<file path="src/rtl/mshr_merge_queue_pkg.sv">
// rtl/mshr_merge_queue_pkg.sv - shared types and helpers for the MSHR merge queue
// Holds the bus command encoding, the per-entry status flags and the block compare.
package mshr_merge_queue_pkg;

    typedef enum logic [1:0] {
        BUS_NONE  = 2'd0,
        BUS_LOAD  = 2'd1,
        BUS_STORE = 2'd2
    } bus_cmd_e;

    // Per-entry status bits; address/data/tag/parent widths are parametrised
    // and therefore live beside this struct in the slot.
    typedef struct packed {
        logic valid;
        logic is_store;
        logic issued;
        logic done;
        logic merged;
    } mshr_flags_t;

    localparam int unsigned ADDR_MAX_W = 64;

    // Two addresses hit the same cache block when they agree above the offset.
    function automatic logic same_block(input logic [ADDR_MAX_W-1:0] a,
                                        input logic [ADDR_MAX_W-1:0] b,
                                        input int unsigned blk_off);
        return (a >> blk_off) == (b >> blk_off);
    endfunction

endpackage

</file>
<file path="src/rtl/mshr_merge_queue_if.sv">
// rtl/mshr_merge_queue_if.sv - allocation, memory bus and retire signals of the MSHR queue
// slave modport: queue side; master modport: LSQ/bus/consumer side.
interface mshr_merge_queue_if
    import mshr_merge_queue_pkg::*;
#(
    parameter int DEPTH     = 8,
    parameter int XLEN      = 32,
    parameter int DATA_W    = 64,
    parameter int MEM_TAG_W = 4
);
    localparam int IDX_W = $clog2(DEPTH);

    logic                 alloc_valid;
    logic                 alloc_ready;
    logic                 alloc_is_store;
    logic [XLEN-1:0]      alloc_addr;
    logic [DATA_W-1:0]    alloc_data;
    logic [IDX_W-1:0]     alloc_idx;
    bus_cmd_e             proc2mem_command;
    logic [XLEN-1:0]      proc2mem_addr;
    logic [DATA_W-1:0]    proc2mem_data;
    logic [MEM_TAG_W-1:0] mem2proc_response;
    logic [MEM_TAG_W-1:0] mem2proc_tag;
    logic [DATA_W-1:0]    mem2proc_data;
    logic                 retire_valid;
    logic                 retire_ready;
    logic                 retire_is_store;
    logic [XLEN-1:0]      retire_addr;
    logic [DATA_W-1:0]    retire_data;
    logic [IDX_W-1:0]     retire_idx;
    logic                 full;
    logic                 empty;
    logic [IDX_W:0]       count;

    modport slave (
        input  alloc_valid, alloc_is_store, alloc_addr, alloc_data,
        input  mem2proc_response, mem2proc_tag, mem2proc_data, retire_ready,
        output alloc_ready, alloc_idx, proc2mem_command, proc2mem_addr, proc2mem_data,
        output retire_valid, retire_is_store, retire_addr, retire_data, retire_idx,
        output full, empty, count
    );

    modport master (
        output alloc_valid, alloc_is_store, alloc_addr, alloc_data,
        output mem2proc_response, mem2proc_tag, mem2proc_data, retire_ready,
        input  alloc_ready, alloc_idx, proc2mem_command, proc2mem_addr, proc2mem_data,
        input  retire_valid, retire_is_store, retire_addr, retire_data, retire_idx,
        input  full, empty, count
    );

endinterface

</file>
<file path="src/rtl/mshr_merge_queue_slot.sv">
// rtl/mshr_merge_queue_slot.sv - one MSHR entry register with alloc/accept/fill/clear updates
// Inputs: alloc_* write a fresh entry, accept_* record bus acceptance, fill_* take returned
// data, clear_en frees the entry at retire. Outputs: current flags and fields.
module mshr_merge_queue_slot
    import mshr_merge_queue_pkg::*;
#(
    parameter int XLEN      = 32,
    parameter int DATA_W    = 64,
    parameter int MEM_TAG_W = 4,
    parameter int IDX_W     = 3
) (
    input  logic                 clock,
    input  logic                 reset,
    input  logic                 alloc_en,
    input  logic                 alloc_is_store,
    input  logic [XLEN-1:0]      alloc_addr,
    input  logic [DATA_W-1:0]    alloc_data,
    input  logic                 alloc_merged,
    input  logic [IDX_W-1:0]     alloc_parent,
    input  logic                 alloc_done,
    input  logic                 accept_en,
    input  logic [MEM_TAG_W-1:0] accept_tag,
    input  logic                 fill_en,
    input  logic [DATA_W-1:0]    fill_data,
    input  logic                 clear_en,
    output mshr_flags_t          flags_o,
    output logic [XLEN-1:0]      addr_o,
    output logic [DATA_W-1:0]    data_o,
    output logic [MEM_TAG_W-1:0] tag_o,
    output logic [IDX_W-1:0]     parent_o
);
    mshr_flags_t          flags_q, flags_d;
    logic [XLEN-1:0]      addr_q, addr_d;
    logic [DATA_W-1:0]    data_q, data_d;
    logic [MEM_TAG_W-1:0] tag_q, tag_d;
    logic [IDX_W-1:0]     parent_q, parent_d;

    // A slot is never allocated while it is still occupied, so alloc does not
    // collide with accept/fill/clear on the same slot.
    always_comb begin
        flags_d  = flags_q;
        addr_d   = addr_q;
        data_d   = data_q;
        tag_d    = tag_q;
        parent_d = parent_q;
        if (clear_en) begin
            flags_d  = '0;
            addr_d   = '0;
            data_d   = '0;
            tag_d    = '0;
            parent_d = '0;
        end
        if (accept_en) begin
            flags_d.issued = 1'b1;
            if (flags_q.is_store) flags_d.done = 1'b1;
            else                  tag_d = accept_tag;
        end
        if (fill_en) begin
            data_d       = fill_data;
            flags_d.done = 1'b1;
        end
        if (alloc_en) begin
            flags_d.valid    = 1'b1;
            flags_d.is_store = alloc_is_store;
            flags_d.issued   = alloc_merged;
            flags_d.done     = alloc_done;
            flags_d.merged   = alloc_merged;
            addr_d           = alloc_addr;
            data_d           = alloc_data;
            tag_d            = '0;
            parent_d         = alloc_parent;
        end
    end

    always_ff @(posedge clock or posedge reset) begin
        if (reset) begin
            flags_q  <= '0;
            addr_q   <= '0;
            data_q   <= '0;
            tag_q    <= '0;
            parent_q <= '0;
        end else begin
            flags_q  <= flags_d;
            addr_q   <= addr_d;
            data_q   <= data_d;
            tag_q    <= tag_d;
            parent_q <= parent_d;
        end
    end

    assign flags_o  = flags_q;
    assign addr_o   = addr_q;
    assign data_o   = data_q;
    assign tag_o    = tag_q;
    assign parent_o = parent_q;

endmodule

</file>
<file path="src/rtl/mshr_merge_queue.sv">
// rtl/mshr_merge_queue.sv - in-order MSHR queue with secondary-miss merging
// Ports: clock, reset (async, active-high) and bus (slave modport) carrying the
// alloc handshake, memory bus request/response/fill, retire handshake and status.
module mshr_merge_queue
    import mshr_merge_queue_pkg::*;
#(
    parameter int DEPTH     = 8,
    parameter int XLEN      = 32,
    parameter int DATA_W    = 64,
    parameter int MEM_TAG_W = 4,
    parameter int BLK_OFF   = 3,
    parameter int MERGE_EN  = 1
) (
    input  logic               clock,
    input  logic               reset,
    mshr_merge_queue_if.slave  bus
);
    localparam int             IDX_W   = $clog2(DEPTH);
    localparam logic [IDX_W:0] DEPTH_C = (IDX_W+1)'(DEPTH);

    logic [IDX_W-1:0]     head_q, head_d, send_q, send_d, tail_q, tail_d;
    logic [IDX_W:0]       count_q, count_d;

    mshr_flags_t          flg      [DEPTH];
    logic [XLEN-1:0]      e_addr   [DEPTH];
    logic [DATA_W-1:0]    e_data   [DEPTH];
    logic [MEM_TAG_W-1:0] e_tag    [DEPTH];
    logic [IDX_W-1:0]     e_parent [DEPTH];

    logic [DEPTH-1:0]     fill_hit, fill_en, alloc_en, accept_en, clear_en;
    logic                 alloc_fire, accept_fire, retire_fire, send_skip;
    logic                 store_block, cam_hit, merge_hit, alloc_done;
    logic [IDX_W-1:0]     cam_idx;
    logic [DATA_W-1:0]    alloc_wdata;
    bus_cmd_e             cmd;

    // Primary fills: issued, unmerged, outstanding loads whose tag returns.
    always_comb begin
        fill_hit = '0;
        for (int i = 0; i < DEPTH; i++) begin
            fill_hit[i] = (bus.mem2proc_tag != '0) && flg[i].valid && flg[i].issued &&
                          !flg[i].merged && !flg[i].is_store && !flg[i].done &&
                          (e_tag[i] == bus.mem2proc_tag);
        end
    end

    // Merged children complete on the same edge as their parent.
    always_comb begin
        fill_en = '0;
        for (int i = 0; i < DEPTH; i++) begin
            fill_en[i] = fill_hit[i] ||
                         (flg[i].valid && flg[i].merged && !flg[i].done && fill_hit[e_parent[i]]);
        end
    end

    // Merge CAM: walk backwards from TAIL so the first qualifying entry is the youngest.
    // An outstanding store to the block disables merging to keep load/store order.
    always_comb begin
        logic [IDX_W-1:0] idx;
        idx         = '0;
        store_block = 1'b0;
        cam_hit     = 1'b0;
        cam_idx     = '0;
        for (int i = 0; i < DEPTH; i++) begin
            if (flg[i].valid && flg[i].is_store && !flg[i].done &&
                same_block(64'(e_addr[i]), 64'(bus.alloc_addr), BLK_OFF))
                store_block = 1'b1;
        end
        for (int k = 0; k < DEPTH; k++) begin
            idx = tail_q - IDX_W'(k + 1);
            if (!cam_hit && flg[idx].valid && !flg[idx].is_store && !flg[idx].merged &&
                !flg[idx].done && same_block(64'(e_addr[idx]), 64'(bus.alloc_addr), BLK_OFF)) begin
                cam_hit = 1'b1;
                cam_idx = idx;
            end
        end
        merge_hit   = (MERGE_EN != 0) && !bus.alloc_is_store && cam_hit && !store_block;
        alloc_done  = merge_hit && fill_hit[cam_idx];
        alloc_wdata = alloc_done ? bus.mem2proc_data :
                      (bus.alloc_is_store ? bus.alloc_data : '0);
    end

    // Issue, accept, retire and pointer/count updates.
    always_comb begin
        cmd       = BUS_NONE;
        send_skip = 1'b0;
        if (flg[send_q].valid) begin
            if (flg[send_q].merged)      send_skip = 1'b1;
            else if (!flg[send_q].issued) cmd = flg[send_q].is_store ? BUS_STORE : BUS_LOAD;
        end
        accept_fire = (cmd != BUS_NONE) && (bus.mem2proc_response != '0);
        retire_fire = flg[head_q].valid && flg[head_q].done && bus.retire_ready;
        alloc_fire  = bus.alloc_valid && (count_q != DEPTH_C);

        alloc_en  = '0;
        accept_en = '0;
        clear_en  = '0;
        if (alloc_fire)  alloc_en[tail_q]  = 1'b1;
        if (accept_fire) accept_en[send_q] = 1'b1;
        if (retire_fire) clear_en[head_q]  = 1'b1;

        tail_d  = alloc_fire ? tail_q + 1'b1 : tail_q;
        send_d  = (accept_fire || send_skip) ? send_q + 1'b1 : send_q;
        head_d  = retire_fire ? head_q + 1'b1 : head_q;
        count_d = count_q + (IDX_W+1)'(alloc_fire) - (IDX_W+1)'(retire_fire);
    end

    always_ff @(posedge clock or posedge reset) begin
        if (reset) begin
            head_q  <= '0;
            send_q  <= '0;
            tail_q  <= '0;
            count_q <= '0;
        end else begin
            head_q  <= head_d;
            send_q  <= send_d;
            tail_q  <= tail_d;
            count_q <= count_d;
        end
    end

    for (genvar i = 0; i < DEPTH; i++) begin : g_slot
        mshr_merge_queue_slot #(
            .XLEN(XLEN), .DATA_W(DATA_W), .MEM_TAG_W(MEM_TAG_W), .IDX_W(IDX_W)
        ) u_slot (
            .clock          (clock),
            .reset          (reset),
            .alloc_en       (alloc_en[i]),
            .alloc_is_store (bus.alloc_is_store),
            .alloc_addr     (bus.alloc_addr),
            .alloc_data     (alloc_wdata),
            .alloc_merged   (merge_hit),
            .alloc_parent   (merge_hit ? cam_idx : '0),
            .alloc_done     (alloc_done),
            .accept_en      (accept_en[i]),
            .accept_tag     (bus.mem2proc_response),
            .fill_en        (fill_en[i]),
            .fill_data      (bus.mem2proc_data),
            .clear_en       (clear_en[i]),
            .flags_o        (flg[i]),
            .addr_o         (e_addr[i]),
            .data_o         (e_data[i]),
            .tag_o          (e_tag[i]),
            .parent_o       (e_parent[i])
        );
    end

    assign bus.alloc_ready      = (count_q != DEPTH_C);
    assign bus.alloc_idx        = tail_q;
    assign bus.proc2mem_command = cmd;
    assign bus.proc2mem_addr    = (cmd != BUS_NONE) ? e_addr[send_q] : '0;
    assign bus.proc2mem_data    = (cmd != BUS_NONE) ? e_data[send_q] : '0;
    assign bus.retire_valid     = flg[head_q].valid && flg[head_q].done;
    assign bus.retire_is_store  = flg[head_q].is_store;
    assign bus.retire_addr      = e_addr[head_q];
    assign bus.retire_data      = e_data[head_q];
    assign bus.retire_idx       = head_q;
    assign bus.full             = (count_q == DEPTH_C);
    assign bus.empty            = (count_q == '0);
    assign bus.count            = count_q;

endmodule
</file>
<file path="src/flat_wrapper.sv">
// flat-port wrapper written by rule: the top's interface ports become plain ports
module mshr_merge_queue_flat import mshr_merge_queue_pkg::*;
#(
    parameter int DEPTH     = 8,
    parameter int XLEN      = 32,
    parameter int DATA_W    = 64,
    parameter int MEM_TAG_W = 4,
    parameter int BLK_OFF   = 3,
    parameter int MERGE_EN  = 1
)
  (clock, reset, bus_alloc_valid, bus_alloc_is_store, bus_alloc_addr, bus_alloc_data, bus_mem2proc_response, bus_mem2proc_tag, bus_mem2proc_data, bus_retire_ready, bus_alloc_ready, bus_alloc_idx, bus_proc2mem_command, bus_proc2mem_addr, bus_proc2mem_data, bus_retire_valid, bus_retire_is_store, bus_retire_addr, bus_retire_data, bus_retire_idx, bus_full, bus_empty, bus_count);
  mshr_merge_queue_if #(.DEPTH(DEPTH), .XLEN(XLEN), .DATA_W(DATA_W), .MEM_TAG_W(MEM_TAG_W)) bus_i ();
  input  logic clock;
  input  logic reset;
  input wire logic [$bits(bus_i.alloc_valid)-1:0] bus_alloc_valid;
  input wire logic [$bits(bus_i.alloc_is_store)-1:0] bus_alloc_is_store;
  input wire logic [$bits(bus_i.alloc_addr)-1:0] bus_alloc_addr;
  input wire logic [$bits(bus_i.alloc_data)-1:0] bus_alloc_data;
  input wire logic [$bits(bus_i.mem2proc_response)-1:0] bus_mem2proc_response;
  input wire logic [$bits(bus_i.mem2proc_tag)-1:0] bus_mem2proc_tag;
  input wire logic [$bits(bus_i.mem2proc_data)-1:0] bus_mem2proc_data;
  input wire logic [$bits(bus_i.retire_ready)-1:0] bus_retire_ready;
  output wire logic [$bits(bus_i.alloc_ready)-1:0] bus_alloc_ready;
  output wire logic [$bits(bus_i.alloc_idx)-1:0] bus_alloc_idx;
  output wire logic [$bits(bus_i.proc2mem_command)-1:0] bus_proc2mem_command;
  output wire logic [$bits(bus_i.proc2mem_addr)-1:0] bus_proc2mem_addr;
  output wire logic [$bits(bus_i.proc2mem_data)-1:0] bus_proc2mem_data;
  output wire logic [$bits(bus_i.retire_valid)-1:0] bus_retire_valid;
  output wire logic [$bits(bus_i.retire_is_store)-1:0] bus_retire_is_store;
  output wire logic [$bits(bus_i.retire_addr)-1:0] bus_retire_addr;
  output wire logic [$bits(bus_i.retire_data)-1:0] bus_retire_data;
  output wire logic [$bits(bus_i.retire_idx)-1:0] bus_retire_idx;
  output wire logic [$bits(bus_i.full)-1:0] bus_full;
  output wire logic [$bits(bus_i.empty)-1:0] bus_empty;
  output wire logic [$bits(bus_i.count)-1:0] bus_count;
  assign bus_i.alloc_valid = bus_alloc_valid;
  assign bus_i.alloc_is_store = bus_alloc_is_store;
  assign bus_i.alloc_addr = bus_alloc_addr;
  assign bus_i.alloc_data = bus_alloc_data;
  assign bus_i.mem2proc_response = bus_mem2proc_response;
  assign bus_i.mem2proc_tag = bus_mem2proc_tag;
  assign bus_i.mem2proc_data = bus_mem2proc_data;
  assign bus_i.retire_ready = bus_retire_ready;
  assign bus_alloc_ready = bus_i.alloc_ready;
  assign bus_alloc_idx = bus_i.alloc_idx;
  assign bus_proc2mem_command = bus_i.proc2mem_command;
  assign bus_proc2mem_addr = bus_i.proc2mem_addr;
  assign bus_proc2mem_data = bus_i.proc2mem_data;
  assign bus_retire_valid = bus_i.retire_valid;
  assign bus_retire_is_store = bus_i.retire_is_store;
  assign bus_retire_addr = bus_i.retire_addr;
  assign bus_retire_data = bus_i.retire_data;
  assign bus_retire_idx = bus_i.retire_idx;
  assign bus_full = bus_i.full;
  assign bus_empty = bus_i.empty;
  assign bus_count = bus_i.count;
  mshr_merge_queue #(.DEPTH(DEPTH), .XLEN(XLEN), .DATA_W(DATA_W), .MEM_TAG_W(MEM_TAG_W), .BLK_OFF(BLK_OFF), .MERGE_EN(MERGE_EN)) u_core (.clock(clock), .reset(reset), .bus(bus_i));
endmodule
</file>
<file path="config.mk">
export PLATFORM = sky130hd
export DESIGN_NAME = mshr_merge_queue_flat
export DESIGN_NICKNAME = d
export VERILOG_FILES = /design/src/rtl/mshr_merge_queue_pkg.sv /design/src/rtl/mshr_merge_queue_if.sv /design/src/rtl/mshr_merge_queue_slot.sv /design/src/rtl/mshr_merge_queue.sv /design/src/flat_wrapper.sv
export SDC_FILE = /design/constraint.sdc
export NUM_CORES = 2
export LEC_CHECK = 0
export CORE_MARGIN = 1.5
export CORE_UTILIZATION = 47
export DETAILED_ROUTE_END_ITERATION = 7
export GPL_ROUTABILITY_DRIVEN = 0
export HOLD_SLACK_MARGIN = 0.15
export PLACE_DENSITY = 0.65
export SYNTH_ARGS = -nofsm -noshare
export SYNTH_HDL_FRONTEND = slang
export SYNTH_HIERARCHICAL = 1
export SYNTH_SLANG_ARGS = --single-unit
</file>
<file path="constraint.sdc">
create_clock -name clock -period 7.5 [get_ports clock]
set_input_delay 2.25 -clock clock [delete_from_list [all_inputs] [get_ports clock]]
set_output_delay 2.25 -clock clock [all_outputs]
set_load 0.1 [all_outputs]
</file>
Yosys cells after proc, flatten, opt, wreduce, memory -nomap -nowiden:

Cells that the tools add are included.

* $add $sub $neg: 12
* $lt $le $gt $ge: 25
* eq/ne operators: 26
* muxes and demuxes: 256
* bitwise logic cells: 10
* reductions and logical operators: 239

Operators by type and width (count)
* $mux 64: 31
* $mux 32: 37
* $bmux 32 s3: 10
* $eq 29x29->1: 16
* $bmux 64 s3: 2
* $mux 5: 36
* $bmux 5 s3: 10
* $logic_and 1x1->1: 145
* $mux 4: 32
* $mux 3: 25
* $logic_not 1->1: 57
* $lt 3x4->1 const B: 12
* $reduce_bool 3->1: 16
* $mux 1: 46
* $ge 4x4->1 const B: 10
* $not 3->4: 10
* $eq 4x4->1: 8
* $bmux 1 s3: 9
* $mux 2: 12
* $mux 8: 3
* $reduce_bool 2->1: 9
* $sub 3x3->3 const B: 4
* $add 3x1->3 const B: 3
* $demux 1 s3: 3
* 10 further kinds: 22

* flip-flop bits (word level): 877
* input bits: 173
* output and inout bits: 209
* word-level logic and storage cells: 644

Logic depth before layout (Yosys ltp):

* depth in word-level cells: 65
* gate-level depth with buffers: 30

Hierarchy:

Netlist, hierarchy kept.

By module, submodules not included
* mshr_merge_queue_slot: times used 8, cells each 435, area an instance 4563.1 µm², seq. area each 2702.6 µm²
* mshr_merge_queue: times used 1, cells each 3259, area an instance 30695.7 µm², seq. area each 325.3 µm²

Worst setup path before layout:

Ideal clock, no wire load.

* kind: flip-flop to flip-flop
* start: register u_core.tail_q[1] (netlist: u_core/bus.alloc_idx[1])
* end: register u_core.g_slot[0].u_slot.data_q[14]
* setup time: 0.137 ns
* data arrival time: 6.528 ns
* data required time: 7.363 ns
* setup slack: 0.835 ns
* stages on the path, launching flop included: 29
* cells stage by stage: dfrtp_1 > buf_2 > inv_2 > buf_2 > buf_2 > clkbuf_1 > ha_1 > buf_2 > buf_2 > buf_2 > buf_2 > mux4_2 > mux2i_1 > xor2_1 > nand4_1 > nor4_1 > nand4_1 > a21boi_1 > and3_1 > and2_1 > a22o_1 > buf_6 > mux2i_1 > o221a_2 > buf_6 > buf_6 > a32o_1 > inv_1 > a21oi_1

* word-level cells in the longest chain between the ends: 65

Ends and longest elaborated chain
* from (decl): RTL line mshr_merge_queue.sv:21 `logic [IDX_W-1:0] head_q, head_d, send_q, send_d, tail_q, tail_d;`
* from (signal assigned): RTL line mshr_merge_queue.sv:117 `tail_q <= tail_d;`
* parallel branches: the longest is 62 deep, another holds $sub 3x1->3
* $logic_and 1x1->1 *: RTL line mshr_merge_queue.sv:78 `alloc_done = merge_hit && fill_hit[cam_idx];`
* $mux 64 *: RTL line mshr_merge_queue.sv:79 `alloc_wdata = alloc_done ? bus.mem2proc_data :`
* named net u_core.alloc_wdata[14]: RTL line mshr_merge_queue.sv:34 `logic [DATA_W-1:0] alloc_wdata;`
* $mux 64 *: RTL line mshr_merge_queue_slot.sv:62 `if (alloc_en) begin`
* to (signal assigned): RTL line mshr_merge_queue_slot.sv:85 `data_q <= data_d;`
* to (decl): RTL line mshr_merge_queue_slot.sv:34 `logic [DATA_W-1:0] data_q, data_d;`

Mark *: on every way through the listed nets, which the timed path passes. The select of a mux whose other input is x is not followed.
A chain may end at the register's enable or synchronous reset.

Worst setup path after layout:

* start: register u_core.tail_q[1] (netlist: u_core/bus.alloc_idx[1])
* end: register u_core.g_slot[4].u_slot.data_q[56]

* word-level cells in the longest chain between the ends: 65

Ends and longest elaborated chain (RTL line)
* parallel branches: the longest is 62 deep, another holds $sub 3x1->3
* $logic_and 1x1->1 *: mshr_merge_queue.sv:78
* $mux 64 *: mshr_merge_queue.sv:79
* named net u_core.alloc_wdata[56]: mshr_merge_queue.sv:34
* $mux 64 *: mshr_merge_queue_slot.sv:62
* to (signal assigned): mshr_merge_queue_slot.sv:85
* to (decl): mshr_merge_queue_slot.sv:34

Marks and branches as above.

==> results.txt <==
----------------------------------------------------
[Timing]
  Final worst setup slack ... roughly 0.21 ns
  Worst clock skew on the final layout ... ~0.054 ns
  Unrepaired setup endpoints after global routing ... no
  Total count of max-transition violations in the final report ... 2
  Upper clock frequency limit ... approximately 140 MHz
  Final critical-path share of the clock period ... 0.9722
  Max transition margin ... -0.01194
  Final-report hold violation count ... 0
  Minimum period implied by the final worst setup slack ... ~7.3 ns
  Slew of the pin with the lowest slew margin ... ~1.5 ns
  Number of setup violations in the final report ... 0

[Die]
  Number of rows in the core area ... between 100 and 150
  Die boundary height ... 381.1 µm
  Starting Density ... 0.4741
  I/O pin count ... between 300 and 400
  Floorplan Core Area ... between 100000 and 150000 µm²
  Full die area ... roughly 150000 µm²
  Die width ... about 380 µm

[Global route]
  Pin count of the biggest net entering global routing ... roughly 120
  Via count of the first global-routing pass ... approximately 64000
  Number of antenna violations at the first check in global routing ... 42
  Overflow left after global routing ... 0
  Total routing resource utilization after global routing ... 0.4304
  First-pass GRT wire length ... 460600 µm

[Clocking]
  Root cell of the clock tree ... clkbuf_16
  Maximum count of clock buffers along a single path ... 3
  Hold-fix buffers, CTS ... 0
  Register clock-pin slew on the reported worst setup and hold paths ... about 0.07 ns
  Resized Gates After CTS ... 0
  Level count of the clock H-tree ... 3
  CTS tree ... done
  Clock network latency to the later pin of the worst-skew pair ... ~0.8 ns
  Post-CTS setup buffer count ... 0
  Clock sink total ... a little under 900
  Clock buffer count from CTS ... ~100

[Detailed routing]
  Total wirelength of the detailed-routed design ... roughly 320000 µm
  DRT iter0 DRCs ... about 13000
  DR WL/cell ... roughly 37 µm
  Vias per cell ... a little under 8
  Length of routed met3 wiring ... approximately 52000 µm
  Top metal layer carrying routed signals ... met5
  Detailed-route wire length on metal 1 ... about 110000 µm
  Amount of wire on met2 after detailed routing ... 134300 µm
  Total number of vias ... between 60000 and 70000
  Count of TritonRoute iterations in the first routing pass ... 8
  Count of antenna-violating nets left after detailed routing ... 0
  Final routed DRC violation total ... 551

[Finish]
  Area overhead of the layout relative to synthesis ... 13.16%
  Layout Cell Area excl Fill ... about 76000 µm²
  Final Net Count ... just under 7000
  Final core occ ... 0.5364
  Layout cell share with drive strength beyond 1 ... 0.1863

[Worst setup path]
  Cell at the slowest stage of the critical path ... xnor2_1
  Critical-path cell list ... clkinv_2, ha_4, mux4_2, xnor2_1, nand2_1, o311a_1, a21oi_1, nand4_1, or3_1, o211a_1, a221oi_2, a22o_1, mux2i_1, o221a_4, buf_12, a32o_1, inv_1, a21oi_1
  Stage delay of the slowest cell on the critical path ... ~0.9 ns
  Number of buffers and inverters on the critical path ... 3
  Top delay family on crit path ... compound AO/OA/AOI/OAI gates
  Endpoint required time on the critical path ... a little over 8 ns
  CP Capture Type ... flop
  Critical Path Source Type ... flop
  Critical path class ... flop to flop
  Highest fanout seen on the critical path ... 46
  Arrival time of the worst setup path ... between 7 and 8 ns
  Cell seen most often among critical-path stages ... a21oi_1

[Placed design]
  Worst setup slack after placement ... -0.02647 ns
  Post-DP HPWL ... between 150000 and 200000 µm
  Buffers added on ports ... around 380
  Placed instance area ... between 70000 and 80000 µm²

[Yosys]
  EDFF count, synth ... 0
  Yosys warning total ... 6
  Post-synthesis cell type count ... 77
  Number of synthesized register bits ... 877
  Most frequent cell after synthesis ... dfrtp_1
  Most frequent cells after synthesis ... dfrtp_1 (877), a21oi_1 (595), inv_1 (543), a221oi_1 (516), mux4_2 (510)
  Mapped Nets ... 6927
  Proportion of synthesized chip area in sequential cells ... 0.3266
  Syn Inst Count ... roughly 6700
  Mapped Area ... about 67000 µm²
  Area contributors post-synth ... dfrtp_1 (33%), mux4_2 (17%), a221oi_1 (6.7%)
  Most used flip-flop cell after synthesis ... dfrtp_1
  Fraction of registers with async set/reset ... 1.000
  Mean area per synthesized cell ... around 10 µm²
  Yosys top cell by area ... dfrtp_1
  Fraction of synthesized cell area taken by the top area cell type ... 0.3266

[Job]
  Count of max-cap constraint violations ... 1

[Worst hold path]
  Classification of the worst-slack hold path ... flop to flop

[Status]
  Failing checks ... DRC, capacitance limit, slew limit
  Result of the run ... finished with violations

----------------------------------------------------
## routing by layer
layer | global-route usage | vias to the layer above
met5 | 0.01587 | -
met4 | 0.2984 | 34
met3 | 0.1826 | 1959
met2 | 0.6141 | 6894
met1 | 0.5227 | 32550
li1 | - | 25630
## cell usage in the layout, fill, tap and decap left out, types with 11 or more instances in the layout
master and count:
nor3_1 44, nor2b_1 20, xor2_1 225, ha_1 12, buf_4 343, dfrtp_1 871
clkdlybuf4s50_1 280, nand4_1 84, nand3_1 58, a22o_1 148, nor4b_1 11, mux2_2 122
clkbuf_8 21, buf_12 45, and3_1 11, and2_1 12, clkbuf_1 24, clkinv_2 17
clkbuf_16 99, nor2_4 13, nor4_1 71, mux4_2 510, or4_1 101, nor2_1 157
mux2i_1 225, a221oi_1 516, inv_1 535, o21ai_0 189, diode_2 23, a21o_1 11
a21oi_1 595, nand2b_1 167, a32o_1 64, o22ai_1 419, nand2_1 275, xnor2_1 300
## path summary, 6_finish.rpt
check / slack [ns] / to / depth (start not counted) / startpoint
max: 0.21 / u_core/g_slot[4].u_slot/data_o[56]$_DFFE_PP0P_ / 18 / u_core/bus.alloc_idx[1]$_DFFE_PP0P_
min: 0.53 / u_core/g_slot[4].u_slot/parent_o[1]$_DFFE_PP0P_ / 1 / u_core/g_slot[4].u_slot/parent_o[1]$_DFFE_PP0P_
max reg2reg: 0.21 / u_core/g_slot[4].u_slot/data_o[56]$_DFFE_PP0P_ / 18 / u_core/bus.alloc_idx[1]$_DFFE_PP0P_
min reg2reg: 0.53 / u_core/g_slot[4].u_slot/parent_o[1]$_DFFE_PP0P_ / 1 / u_core/g_slot[4].u_slot/parent_o[1]$_DFFE_PP0P_
max in group asynchronous: 3.80 / u_core/g_slot[1].u_slot/data_o[3]$_DFFE_PP0P_ / 4 / reset
min in group asynchronous: 2.14 / u_core/g_slot[5].u_slot/addr_o[21]$_DFFE_PP0P_ / 3 / reset
## sequential cells by signal, indices dropped and copies added, names as in the netlist
name	count
u_core/g_slot.u_slot/addr_o	256
u_core/g_slot.u_slot/flags_o	40
u_core/send_q	3
u_core/g_slot.u_slot/data_o	512
u_core/bus.count	4
u_core/g_slot.u_slot/tag_o	32
u_core/g_slot.u_slot/parent_o	24
u_core/bus.alloc_idx	3
u_core/bus.retire_idx	3
## area by class of cell
type	count	area, µm²
fill	12400	65710
multi-input combinational	4518	39930
sequential	877	21970
timing repair buffer	672	6301
clock buffer	144	2856
tap	1890	2365
inverter	556	2128
clock inverter	33	435.4
antenna	23	57.56
## kinds of logic (layout without fill, tap and decap cells)
group	Yosys count	in the layout	synth area share
compound gates	2026	2026	0.2052
buf+inv	1344	1405	0.08446
simple gates	1087	1087	0.08639
flops	877	877	0.3266
mux	861	861	0.2255
xor+xnor	529	529	0.06895
fa+ha+maj	15	15	0.002905
other cells	0	23	0
## metrics by stage
stage / hold WS [ns] / TNS [ns] / instances
final: 0.5297 / 0 / 8713
after global routing: 0.5473 / 0 / 8704
after CTS: 0.5168 / 0 / 8688
after detailed placement: 0.5031 / -0.03499 / 8511
after global placement: 0.4999 / -0.2670 / 8511
after floorplan: 0.4575 / 0 / 6739
## worst reg2reg max path: cells and delay by family (launching register included)
| kind | cells | cell delay [ns] |
|---|---|---|
| AOI/OAI and AO/OA | 8 | 2.54 |
| xor gates and xnor gates | 1 | 0.90 |
| and+or+nand+nor | 3 | 0.96 |
| adders and majority gates | 1 | 0.82 |
| DFF | 1 | 0.69 |
| buffers and inverters | 3 | 0.57 |
| muxes | 2 | 0.74 |
Power is left out: the tool's default activity adds up to more than one toggle a clock period on the data nets, which glitch-free logic cannot reach.
